`config.mk`:
```
export PLATFORM = sky130hd
export DESIGN_NAME = serial_nibble_add_ctrl
export DESIGN_NICKNAME = d
export VERILOG_FILES = /design/src/rtl/serial_add_pkg.sv /design/src/rtl/nibble_adder_slice.sv /design/src/rtl/serial_nibble_add_ctrl.sv
export SDC_FILE = /design/constraint.sdc
export NUM_CORES = 1
export LEC_CHECK = 0
export CAP_MARGIN = 25
export CORE_MARGIN = 1.5
export CORE_UTILIZATION = 37
export CTS_CLUSTER_SIZE = 30
export DETAILED_ROUTE_END_ITERATION = 6
export SLEW_MARGIN = 20
export SYNTH_ARGS = -nofsm -noshare
export SYNTH_HDL_FRONTEND = slang
export SYNTH_SLANG_ARGS = --single-unit
```
`constraint.sdc`:
```
create_clock -name clk -period 3.96 [get_ports clk]
set_input_delay 0.594 -clock clk [delete_from_list [all_inputs] [get_ports clk]]
set_output_delay 0.594 -clock clk [all_outputs]
set_load 0.01 [all_outputs]
```
`src/rtl/serial_add_pkg.sv`:
```
// Shared types and constants for the serial nibble adder.
// Holds the slice width and the controller state encoding.
// Imported by the controller and its adder slice.
package serial_add_pkg;

    localparam int NIBBLE_W = 4;

    typedef enum logic [1:0] {
        IDLE = 2'd0,
        RUN  = 2'd1,
        DONE = 2'd2
    } state_t;

endpackage

```
`src/rtl/nibble_adder_slice.sv`:
```
// 4-bit ripple-carry adder slice built from four full-adder stages.
// Latency: purely combinational.
// Backpressure: none; the controller decides when the result is used.
module nibble_adder_slice
    import serial_add_pkg::*;
(
    input  logic [NIBBLE_W-1:0] a,
    input  logic [NIBBLE_W-1:0] b,
    input  logic                ci,
    output logic [NIBBLE_W-1:0] s,
    output logic                co
);

    logic [NIBBLE_W:0] c;

    assign c[0] = ci;

    // One full adder per bit; the carry ripples upward through c[].
    for (genvar i = 0; i < NIBBLE_W; i++) begin : g_fa
        assign s[i]     = a[i] ^ b[i] ^ c[i];
        assign c[i + 1] = (a[i] & b[i]) | (c[i] & (a[i] ^ b[i]));
    end

    assign co = c[NIBBLE_W];

endmodule

```
`src/rtl/serial_nibble_add_ctrl.sv`:
```
// Multi-word adder that reuses one 4-bit slice per nibble, LSB nibble first.
// Latency: NIBBLES+1 cycles from accept edge to done_o; one op per NIBBLES+2 cycles.
// Backpressure: start_i is only sampled in IDLE; requests while busy are dropped.
// Optional: define SERIAL_ADD_OVF_DETECT_EN to add the signed-overflow output ovf_o.
module serial_nibble_add_ctrl
    import serial_add_pkg::*;
#(
    parameter  int NIBBLES = 4,
    localparam int W       = NIBBLE_W * NIBBLES
) (
    input  logic         clk,
    input  logic         rst,
    input  logic         start_i,
    input  logic [W-1:0] a_i,
    input  logic [W-1:0] b_i,
    input  logic         cin_i,
    output logic         busy_o,
    output logic         done_o,
    output logic [W-1:0] sum_o,
`ifdef SERIAL_ADD_OVF_DETECT_EN
    output logic         cout_o,
    output logic         ovf_o
`else
    output logic         cout_o
`endif
);

    localparam int               IDX_W = $clog2(NIBBLES);
    localparam logic [IDX_W-1:0] LAST  = IDX_W'(NIBBLES - 1);

    state_t                             state_q;
    logic [NIBBLES-1:0][NIBBLE_W-1:0]   a_q;
    logic [NIBBLES-1:0][NIBBLE_W-1:0]   b_q;
    logic [NIBBLES-1:0][NIBBLE_W-1:0]   acc_q;
    logic                               carry_q;
    logic [IDX_W-1:0]                   idx_q;
    logic [IDX_W-1:0]                   idx_d;
    logic [W-1:0]                       sum_q;
    logic                               cout_q;
    logic                               done_q;
    logic                               busy_q;
    logic [NIBBLE_W-1:0]                slice_s;
    logic                               slice_co;
`ifdef SERIAL_ADD_OVF_DETECT_EN
    logic                               ovf_q;
    logic                               ovf_out_q;
`endif

    assign idx_d = idx_q + 1'b1;

    // The single shared slice always works on the nibble selected by idx_q.
    nibble_adder_slice u_slice (
        .a  (a_q[idx_q]),
        .b  (b_q[idx_q]),
        .ci (carry_q),
        .s  (slice_s),
        .co (slice_co)
    );

    // Sequencer: capture on accept, one nibble per RUN cycle, publish in DONE.
    always_ff @(posedge clk) begin
        if (rst) begin
            state_q   <= IDLE;
            a_q       <= '0;
            b_q       <= '0;
            acc_q     <= '0;
            carry_q   <= 1'b0;
            idx_q     <= '0;
            sum_q     <= '0;
            cout_q    <= 1'b0;
            done_q    <= 1'b0;
            busy_q    <= 1'b0;
`ifdef SERIAL_ADD_OVF_DETECT_EN
            ovf_q     <= 1'b0;
            ovf_out_q <= 1'b0;
`endif
        end else begin
            done_q <= 1'b0;
            case (state_q)
                IDLE: begin
                    // busy stays high through the done pulse only if a new op is taken
                    busy_q <= start_i;
                    if (start_i) begin
                        a_q     <= a_i;
                        b_q     <= b_i;
                        carry_q <= cin_i;
                        idx_q   <= '0;
                        state_q <= RUN;
                    end
                end
                RUN: begin
                    acc_q[idx_q] <= slice_s;
                    carry_q      <= slice_co;
                    if (idx_q == LAST) begin
                        idx_q   <= '0;
                        state_q <= DONE;
`ifdef SERIAL_ADD_OVF_DETECT_EN
                        ovf_q   <= (a_q[NIBBLES-1][NIBBLE_W-1] == b_q[NIBBLES-1][NIBBLE_W-1]) &&
                                   (slice_s[NIBBLE_W-1] != a_q[NIBBLES-1][NIBBLE_W-1]);
`endif
                    end else begin
                        idx_q <= idx_d;
                    end
                end
                DONE: begin
                    sum_q     <= acc_q;
                    cout_q    <= carry_q;
                    done_q    <= 1'b1;
                    state_q   <= IDLE;
`ifdef SERIAL_ADD_OVF_DETECT_EN
                    ovf_out_q <= ovf_q;
`endif
                end
                default: begin
                    state_q <= IDLE;
                end
            endcase
        end
    end

    assign busy_o = busy_q;
    assign done_o = done_q;
    assign sum_o  = sum_q;
    assign cout_o = cout_q;
`ifdef SERIAL_ADD_OVF_DETECT_EN
    assign ovf_o  = ovf_out_q;
`endif

endmodule

```
==> impl_metrics.json, run 1 <==
{
  "dr.max_layer_used": "met4",
  "p_comb_frac": 0.102,
  "n_fill_cell": 759,
  "async_flop_share": 0,
  "finalCriticalPeriod_ns": 3.16,
  "fin_nets": 412,
  "synth_enable_flop_cells": 0,
  "ys_seq_area_frac": 0.486,
  "worst_pin_slew_ns": 0.980,
  "grt_start_max_net_pins": 55,
  "fp.dieW_um": 92.5,
  "synth_top_area_cell": "dfxtp_1",
  "relSlewSlack": 0.346,
  "setup_violations": 0,
  "cts.sinks": 72,
  "synth_area_sq_mm": 0.00296,
  "dr_wl_met3_um": 234,
  "crit_type": "reg -> reg",
  "status": "finished clean",
  "io_buffers": 54,
  "cts_tree": "yes",
  "r2r_setup_slack_ns": 0.80,
  "drcViolationCount": 0,
  "clk_pin_slew_ns": 0.07,
  "place_inst": 458,
  "rows": 32,
  "routabilityCongestion": 0.776,
  "start_util": 0.384,
  "maxCapViolCount": 0,
  "grtUsageTotal": 0.147,
  "tns_ns": 0,
  "final-hold-violation-count": 0,
  "max_freq_mhz": 316,
  "hold_path.class": "reg -> reg",
  "core-area_sq_mm": 0.00773,
  "rr_endpoint": "acc_q[15]$_SDFFE_PP0P_",
  "diodes": 0,
  "min_from": "sum_o[7]$_SDFFE_PP0P_",
  "wl_um": 5740,
  "hold_path_end": "sum_o[7]$_SDFFE_PP0P_",
  "r2r_cells": 10,
  "die-area_sq_mm": 0.00856,
  "first_iter_violations": 99,
  "fin_worst_skew_ns": 0.00751,
  "syn2layout_area_growth_pct": 24.1,
  "wire_per_inst_um": 12.1,
  "antenna_found_initial": 0,
  "clockBufferDepth": 2,
  "cts.repair.resized": 0,
  "wl_met2_um": 2850,
  "clock_latency_ns": 0.34,
  "cp_data_required_time_ns": 4.22,
  "synth_area_leaders": "dfxtp_1 (49%), nand2_1 (12%), a21oi_1 (8.1%), mux4_2 (6.1%), buf_6 (3.0%)",
  "power_density_mw_per_mm2": 406,
  "ant_nets": 0,
  "critPathCaptureType": "flop",
  "htreeDepth": 3,
  "yosys-top-cells-count": "nand2_1 (98), dfxtp_1 (72), a21oi_1 (48), nor2_1 (21)",
  "netlist_instances": 326,
  "yosysUniqueCellTypes": 25,
  "cts_hold_buf": 0,
  "die_y_um": 92.5,
  "syn-num-nets": 370,
  "fin_hold_ws_ns": 0.455,
  "pwr-share-seq": 0.515,
  "vdd_drop_max_mv": 0.188,
  "syn_area_per_cell_sq_um": 9.09,
  "cts_setup_buffers": 0,
  "rsz0062_at_grt": "no",
  "cp.arrival_ns": 3.42,
  "intPower_mw": 1.14,
  "switching_share": 0.239,
  "final_cells": 475,
  "fin_crit_sh": 0.799,
  "fin_ws_ns": 0.795,
  "gr-total-overflow": 0,
  "yosysWarnings": 0,
  "yosys.area.top_type_share": 0.486,
  "drive_gt1_frac": 0.0885,
  "vias_per_cell": 4.64,
  "crit_path_start_kind": "flop",
  "vias": 2203,
  "power.switching_mw": 0.357,
  "worstReg2RegStart": "idx_q[0]$_SDFFE_PP0P_",
  "ys.flop_type": "dfxtp_1",
  "wl_met1_um": 2590,
  "grt_first_pass_wirelength_um": 9780,
  "report.final.slew_viol_count": 0,
  "root_buffer": "clkbuf_8",
  "grt_pass1_vias": 2116,
  "clock_power_share": 0.383,
  "crit_fanout": 11,
  "synth-seq-cells": 72,
  "dp_slack_ns": 0.798,
  "dp_hpwl_um": 4050,
  "worstHoldPathCells": 2,
  "power_leakage_nw": 1.29,
  "synth_most_common_cell": "nand2_1",
  "drt_first_pass_iters": 4,
  "numCtsBuffers": 9,
  "pin_count": 55
}
[worst max-delay path, stage by stage, from the launching register on]
cell and delay [ns]:
dfxtp_1 0.39, buf_4 0.23, mux4_2 0.55, fa_1 0.40, inv_1 0.07, fa_1 0.18
inv_1 0.07, fa_1 0.41, inv_1 0.08, fa_1 0.47, a211oi_1 0.22
[per-stage QoR]
step                      cell area [sq um]  utilization  total power, mW
after global routing                   3680        0.476             1.57
after global placement                 3450        0.447            0.934
after detailed placement               3470        0.449            0.939
after CTS                              3660        0.474             1.51
after floorplan                        2960            -            0.884
final                                  3680        0.476             1.49
[layout make-up]
type                       instances  area (sq um)  share of cell area
clock inverter                     5          56.3              0.0153
tap                              102           128              0.0347
multi-input combinational        218          1300               0.354
clock buffer                      11           141              0.0384
inverter                           9          33.8             0.00918
sequential                        72          1440               0.392
timing repair buffer              58           577               0.157
[state kept, by name (all words and copies together), names as in the netlist]
name / count
a_q: 16
acc_q: 16
b_q: 16
busy_o: 1
carry_q: 1
cout_o: 1
done_o: 1
idx_q: 2
state_q: 2
sum_o: 16
[logic make-up after synthesis]
kind of cell	Yosys count	share of synthesized area
AND/OR/NAND/NOR	130	0.182
flip-flops	72	0.486
buffers and inverters	36	0.0756
adder cells (fa/ha/maj)	8	0.0439
AO/OA/AOI/OAI	64	0.124
multiplexers	16	0.0878
[worst max-delay path by stage]
stage	slack (ns)	from	to
floorplan	1.02	idx_q[0]$_SDFFE_PP0P_	acc_q[11]$_SDFFE_PP0P_
global placement	0.91	idx_q[0]$_SDFFE_PP0P_	acc_q[15]$_SDFFE_PP0P_
detailed placement	0.80	idx_q[0]$_SDFFE_PP0P_	acc_q[15]$_SDFFE_PP0P_
CTS	0.78	idx_q[0]$_SDFFE_PP0P_	acc_q[15]$_SDFFE_PP0P_
global route	0.57	idx_q[0]$_SDFFE_PP0P_	acc_q[15]$_SDFFE_PP0P_
finish	0.80	idx_q[0]$_SDFFE_PP0P_	acc_q[15]$_SDFFE_PP0P_
[placed cells by master, fill, tap and decap left out, types with 2 or more instances in the layout]
cell             instances
mux2i_1                  8
nor2b_1                  3
mux4_2                   8
ha_1                     4
and3b_1                  4
dfxtp_1                 72
clkinv_2                 2
clkbuf_8                10
nor2_1                  21
clkdlybuf4s50_1         53
a211oi_1                 9
nand2_1                 98
fa_1                     4
a21oi_2                  2
a22oi_1                  2
buf_4                    2
inv_1                    9
a21oi_1                 48
[power by group through the flow]
stage / clock network, mW / registers, mW / logic [mW]
CTS: 0.590 / 0.769 / 0.153
detailed placement: 0 / 0.786 / 0.153
global placement: 0 / 0.786 / 0.148
floorplan: 0 / 0.778 / 0.106
global route: 0.629 / 0.772 / 0.170
finish: 0.572 / 0.769 / 0.152
[metal layers]
| layer | vias up | GRT usage |
|---|---|---|
| li1 | 1153 | - |
| met1 | 995 | 0.176 |
| met2 | 48 | 0.243 |
| met3 | 7 | 0.0567 |
| met4 | 0 | 0.0462 |
| met5 | - | 0 |
No activity file was read; power rests on OpenSTA's default activity.
==> run 2: changes to the inputs <==
==> constraint.sdc (replaced) <==
create_clock -name clk -period 2.9 [get_ports clk]
set_input_delay 0.435 -clock clk [delete_from_list [all_inputs] [get_ports clk]]
set_output_delay 0.435 -clock clk [all_outputs]
set_load 0.01 [all_outputs]
==> impl_metrics.json, run 2 (same netlist as run 1, synthesis figures left out) <==
{
  "rsz0062_at_grt": "no",
  "crit_path_start_kind": "flop",
  "clockBufferDepth": 2,
  "drive_gt1_frac": 0.114,
  "grtUsageTotal": 0.143,
  "critPathCaptureType": "flop",
  "dp_slack_ns": 0.0666,
  "setup_violations": 0,
  "tns_ns": 0,
  "totalPowerFinal_mw": 2.07,
  "grt_start_max_net_pins": 36,
  "crit_fanout": 4,
  "worstReg2RegStart": "idx_q[0]$_SDFFE_PP0P_",
  "routabilityCongestion": 0.802,
  "core-area_sq_mm": 0.00773,
  "diodes": 0,
  "hold_path_end": "sum_o[2]$_SDFFE_PP0P_",
  "wire_per_inst_um": 12.0,
  "finalCriticalPeriod_ns": 2.79,
  "report.final.slew_viol_count": 0,
  "final_common_cell": "nand2_1",
  "cts_tree": "yes",
  "relSlewSlack": 0.459,
  "power_density_mw_per_mm2": 556,
  "pin_count": 55,
  "start_util": 0.384,
  "numCtsBuffers": 9,
  "r2r_cells": 9,
  "final-hold-violation-count": 0,
  "drt_first_pass_iters": 4,
  "cts.sinks": 72,
  "fp.dieW_um": 92.5,
  "grt_first_pass_wirelength_um": 9590,
  "fin_hold_ws_ns": 0.453,
  "die-area_sq_mm": 0.00856,
  "ant_nets": 0,
  "die_y_um": 92.5,
  "htreeDepth": 3,
  "power_leakage_nw": 1.31,
  "syn2layout_area_growth_pct": 25.4,
  "antenna_found_initial": 0,
  "fin_crit_sh": 0.963,
  "root_buffer": "clkbuf_8",
  "worstHoldPathCells": 2,
  "io_buffers": 54,
  "rr_endpoint": "acc_q[3]$_SDFFE_PP0P_",
  "min_from": "sum_o[2]$_SDFFE_PP0P_",
  "clock_latency_ns": 0.34,
  "layout_common_cells": "nand2_1 (98), dfxtp_1 (71), clkdlybuf4s50_1 (53), a21oi_1 (48), nor2_1 (21)",
  "maxCapViolCount": 0,
  "wl_um": 5740,
  "crit_type": "reg -> reg",
  "max_freq_mhz": 358,
  "placed_area_sq_mm": 0.00350,
  "cp.arrival_ns": 3.06,
  "drcViolationCount": 0,
  "r2r_setup_slack_ns": 0.11,
  "dp_hpwl_um": 4150,
  "vias_per_cell": 4.67,
  "status": "finished clean",
  "grt_pass1_vias": 2100,
  "fin_nets": 416,
  "fin_worst_skew_ns": 0.00586,
  "hold_path.class": "reg -> reg",
  "fin_ws_ns": 0.108,
  "first_iter_violations": 67,
  "gr-total-overflow": 0,
  "worst_pin_slew_ns": 0.812,
  "cts_hold_buf": 0,
  "critPathLaunch": "idx_q[0]$_SDFFE_PP0P_",
  "vias": 2238,
  "cp_data_required_time_ns": 3.17,
  "post-route-cell-area_sq_mm": 0.00372,
  "vdd_drop_max_mv": 0.292,
  "clk_pin_slew_ns": 0.07,
  "rows": 32
}
-- run 2: through the flow --
stage | util | instances
global route | 0.481 | 479
global placement | 0.453 | 463
floorplan | - | 326
finish | 0.481 | 479
detailed placement | 0.453 | 463
CTS | 0.479 | 479
-- run 2: what timing repair did --
item                       in CTS  in global routing
gates resized for setup         0                  6
setup endpoints to repair       0                  4
setup buffers                   0                  0
-- run 2: power breakdown --
| group | switching (mW) | internal [mW] |
|---|---|---|
| sequential | 0.0231 | 1.03 |
| combinational | 0.105 | 0.110 |
| clock | 0.364 | 0.441 |
| total | 0.492 | 1.58 |
-- run 2: routing by layer --
| metal | routed length, um | GRT usage | vias up |
|---|---|---|---|
| li1 | - | - | 1162 |
| met1 | 2720 | 0.173 | 1008 |
| met2 | 2690 | 0.240 | 59 |
| met3 | 263 | 0.0493 | 9 |
| met4 | 70 | 0.0423 | 0 |
| met5 | 0 | 0 | - |
-- run 2: area by class of cell --
cell class	instances	area, sq um
Clock inverter	5	55.1
Fill cell	771	4010
Sequential cell	72	1450
Timing Repair Buffer	62	596
Clock buffer	11	151
Inverter	9	33.8
Tap cell	102	128
Multi-Input combinational cell	218	1310
-- run 2: critical path, cell delays in order (launching register included) --
cell and delay, ns:
dfxtp_4 0.37, mux4_2 0.53, fa_2 0.37, inv_2 0.06
fa_1 0.16, inv_1 0.06, fa_1 0.42, inv_2 0.07
fa_2 0.47, a211oi_2 0.22
-- run 2: worst max path at each step --
stage | endpoint | slack (ns) | cells past startpoint
global route | acc_q[3]$_SDFFE_PP0P_ | 0.001 | 9
global placement | acc_q[11]$_SDFFE_PP0P_ | 0.12 | 9
CTS | acc_q[7]$_SDFFE_PP0P_ | 0.06 | 9
detailed placement | acc_q[11]$_SDFFE_PP0P_ | 0.07 | 9
floorplan | acc_q[11]$_SDFFE_PP0P_ | 0.04 | 10
finish | acc_q[3]$_SDFFE_PP0P_ | 0.11 | 9
==> run 3: changes to the inputs <==
--- a/config.mk
+++ b/config.mk
@@ -7,7 +7,7 @@
 export LEC_CHECK = 0
 export CAP_MARGIN = 25
 export CORE_MARGIN = 1.5
-export CORE_UTILIZATION = 37
+export CORE_UTILIZATION = 39
 export CTS_CLUSTER_SIZE = 30
 export DETAILED_ROUTE_END_ITERATION = 6
 export SLEW_MARGIN = 20
==> impl_metrics.json, run 3 (same netlist as run 1, synthesis figures left out) <==
{
  "hold_path.class": "reg -> reg",
  "gr-total-overflow": 0,
  "fin_worst_skew_ns": 0.00530,
  "tns_ns": 0,
  "fp.dieW_um": 90.2,
  "final-hold-violation-count": 0,
  "grtUsageTotal": 0.149,
  "syn2layout_area_growth_pct": 24.5,
  "io_buffers": 54,
  "grt_pass1_vias": 2084,
  "critPathCaptureType": "flop",
  "relSlewSlack": 0.538,
  "finalCriticalPeriod_ns": 2.76,
  "vdd_drop_max_mv": 0.208,
  "cts.sinks": 72,
  "cts_tree": "yes",
  "crit_type": "reg -> reg",
  "report.final.slew_viol_count": 0,
  "start_util": 0.406,
  "layout_common_cells": "nand2_1 (98), dfxtp_1 (71), clkdlybuf4s50_1 (53), a21oi_1 (48), nor2_1 (21)",
  "rsz0062_at_grt": "no",
  "ant_nets": 0,
  "fin_hold_ws_ns": 0.447,
  "maxCapViolCount": 0,
  "numCtsBuffers": 9,
  "p_comb_frac": 0.115,
  "crit_path_start_kind": "flop",
  "first_iter_violations": 54,
  "power_leakage_nw": 1.30,
  "die-area_sq_mm": 0.00813,
  "drt_first_pass_iters": 4,
  "worst_pin_slew_ns": 0.694,
  "vias": 2227,
  "clock_power_share": 0.335,
  "r2r_cells": 9,
  "drcViolationCount": 0,
  "pwr-share-seq": 0.550,
  "htreeDepth": 3,
  "setup_violations": 0,
  "cp.arrival_ns": 3.02,
  "power.switching_mw": 0.455,
  "core-area_sq_mm": 0.00729,
  "antenna_found_initial": 0,
  "grt_start_max_net_pins": 38,
  "vias_per_cell": 4.71,
  "routabilityCongestion": 0.757,
  "final_common_cell": "nand2_1",
  "max_freq_mhz": 362,
  "status": "finished clean",
  "clock_latency_ns": 0.33,
  "grt_first_pass_wirelength_um": 9670,
  "diodes": 0,
  "dp_hpwl_um": 4160,
  "clockBufferDepth": 2,
  "clk_pin_slew_ns": 0.07,
  "rows": 31,
  "drive_gt1_frac": 0.115,
  "cp_data_required_time_ns": 3.15,
  "pin_count": 55,
  "intPower_mw": 1.45,
  "worstHoldPathCells": 2,
  "wire_per_inst_um": 12.1,
  "fin_crit_sh": 0.953,
  "root_buffer": "clkbuf_8",
  "cts_hold_buf": 0,
  "die_y_um": 90.2,
  "power_density_mw_per_mm2": 516,
  "wl_um": 5710,
  "switching_share": 0.239,
  "fin_nets": 417,
  "crit_fanout": 4
}
[run 3: cell types whose count changed in the layout (fill, tap and decap cells not counted), moves of 2 or more]
| cell | previous run | this run |
|---|---|---|
| a211oi_1 | 8 | 6 |
| a211oi_2 | 1 | 3 |
| fa_1 | 2 | 0 |
| clkinvlp_4 | 2 | 0 |
| fa_2 | 2 | 4 |
[run 3: worst paths after layout]
path | start | slack [ns] | to
min reg2reg | acc_q[14]$_SDFFE_PP0P_ | 0.45 | sum_o[14]$_SDFFE_PP0P_
max | idx_q[0]$_SDFFE_PP0P_ | 0.14 | acc_q[11]$_SDFFE_PP0P_
max reg2reg | idx_q[0]$_SDFFE_PP0P_ | 0.14 | acc_q[11]$_SDFFE_PP0P_
min | acc_q[14]$_SDFFE_PP0P_ | 0.45 | sum_o[14]$_SDFFE_PP0P_
[run 3: area by class of cell]
cell class / instances / area [sq um]
fillers: 754 / 3600
clock inverters: 2 / 10.0
well taps: 99 / 124
flip-flops and latches: 72 / 1450
clock buffers: 10 / 138
inverters: 9 / 33.8
multi-input cells: 218 / 1320
repair buffers: 63 / 616
[run 3: power groups by stage]
stage                     Clock (mW)  Sequential (mW)  Combinational, mW
after global placement             0             1.07              0.211
after detailed placement           0             1.07              0.214
final                          0.638             1.05              0.219
after CTS                      0.659             1.05              0.214
after global routing           0.704             1.05              0.242
after floorplan                    0             1.06              0.146
[run 3: metrics by stage]
stage / cell area (sq um) / worst slack [ns] / cells / total power, mW / utilization
global placement: 3510 / 0.0884 / 460 / 1.28 / 0.481
global route: 3690 / 0.00182 / 473 / 2.00 / 0.506
CTS: 3650 / 0.0135 / 472 / 1.92 / 0.501
finish: 3690 / 0.136 / 473 / 1.91 / 0.506
detailed placement: 3510 / 0.0265 / 460 / 1.29 / 0.481
floorplan: 2970 / 0.0440 / 326 / 1.21 / -
[run 3: critical path: stages (launching register included)]
cell	delay, ns
dfxtp_4	0.37
mux4_2	0.51
fa_2	0.35
inv_1	0.07
fa_2	0.18
inv_1	0.05
fa_2	0.38
inv_2	0.07
fa_2	0.47
a211oi_2	0.24
[run 3: timing repair]
| action | in CTS | in global routing |
|---|---|---|
| buffers inserted | 0 | 1 |
| endpoints found under the setup margin | 0 | 4 |
| resized for setup | 0 | 9 |
[run 3: layer usage]
metal,vias to the layer above,global-route usage,routed length [um]
met3,10,0.0330,251
met1,1007,0.189,2640
met2,52,0.242,2710
met4,0,0.0675,104
met5,-,0,0
li1,1158,-,-
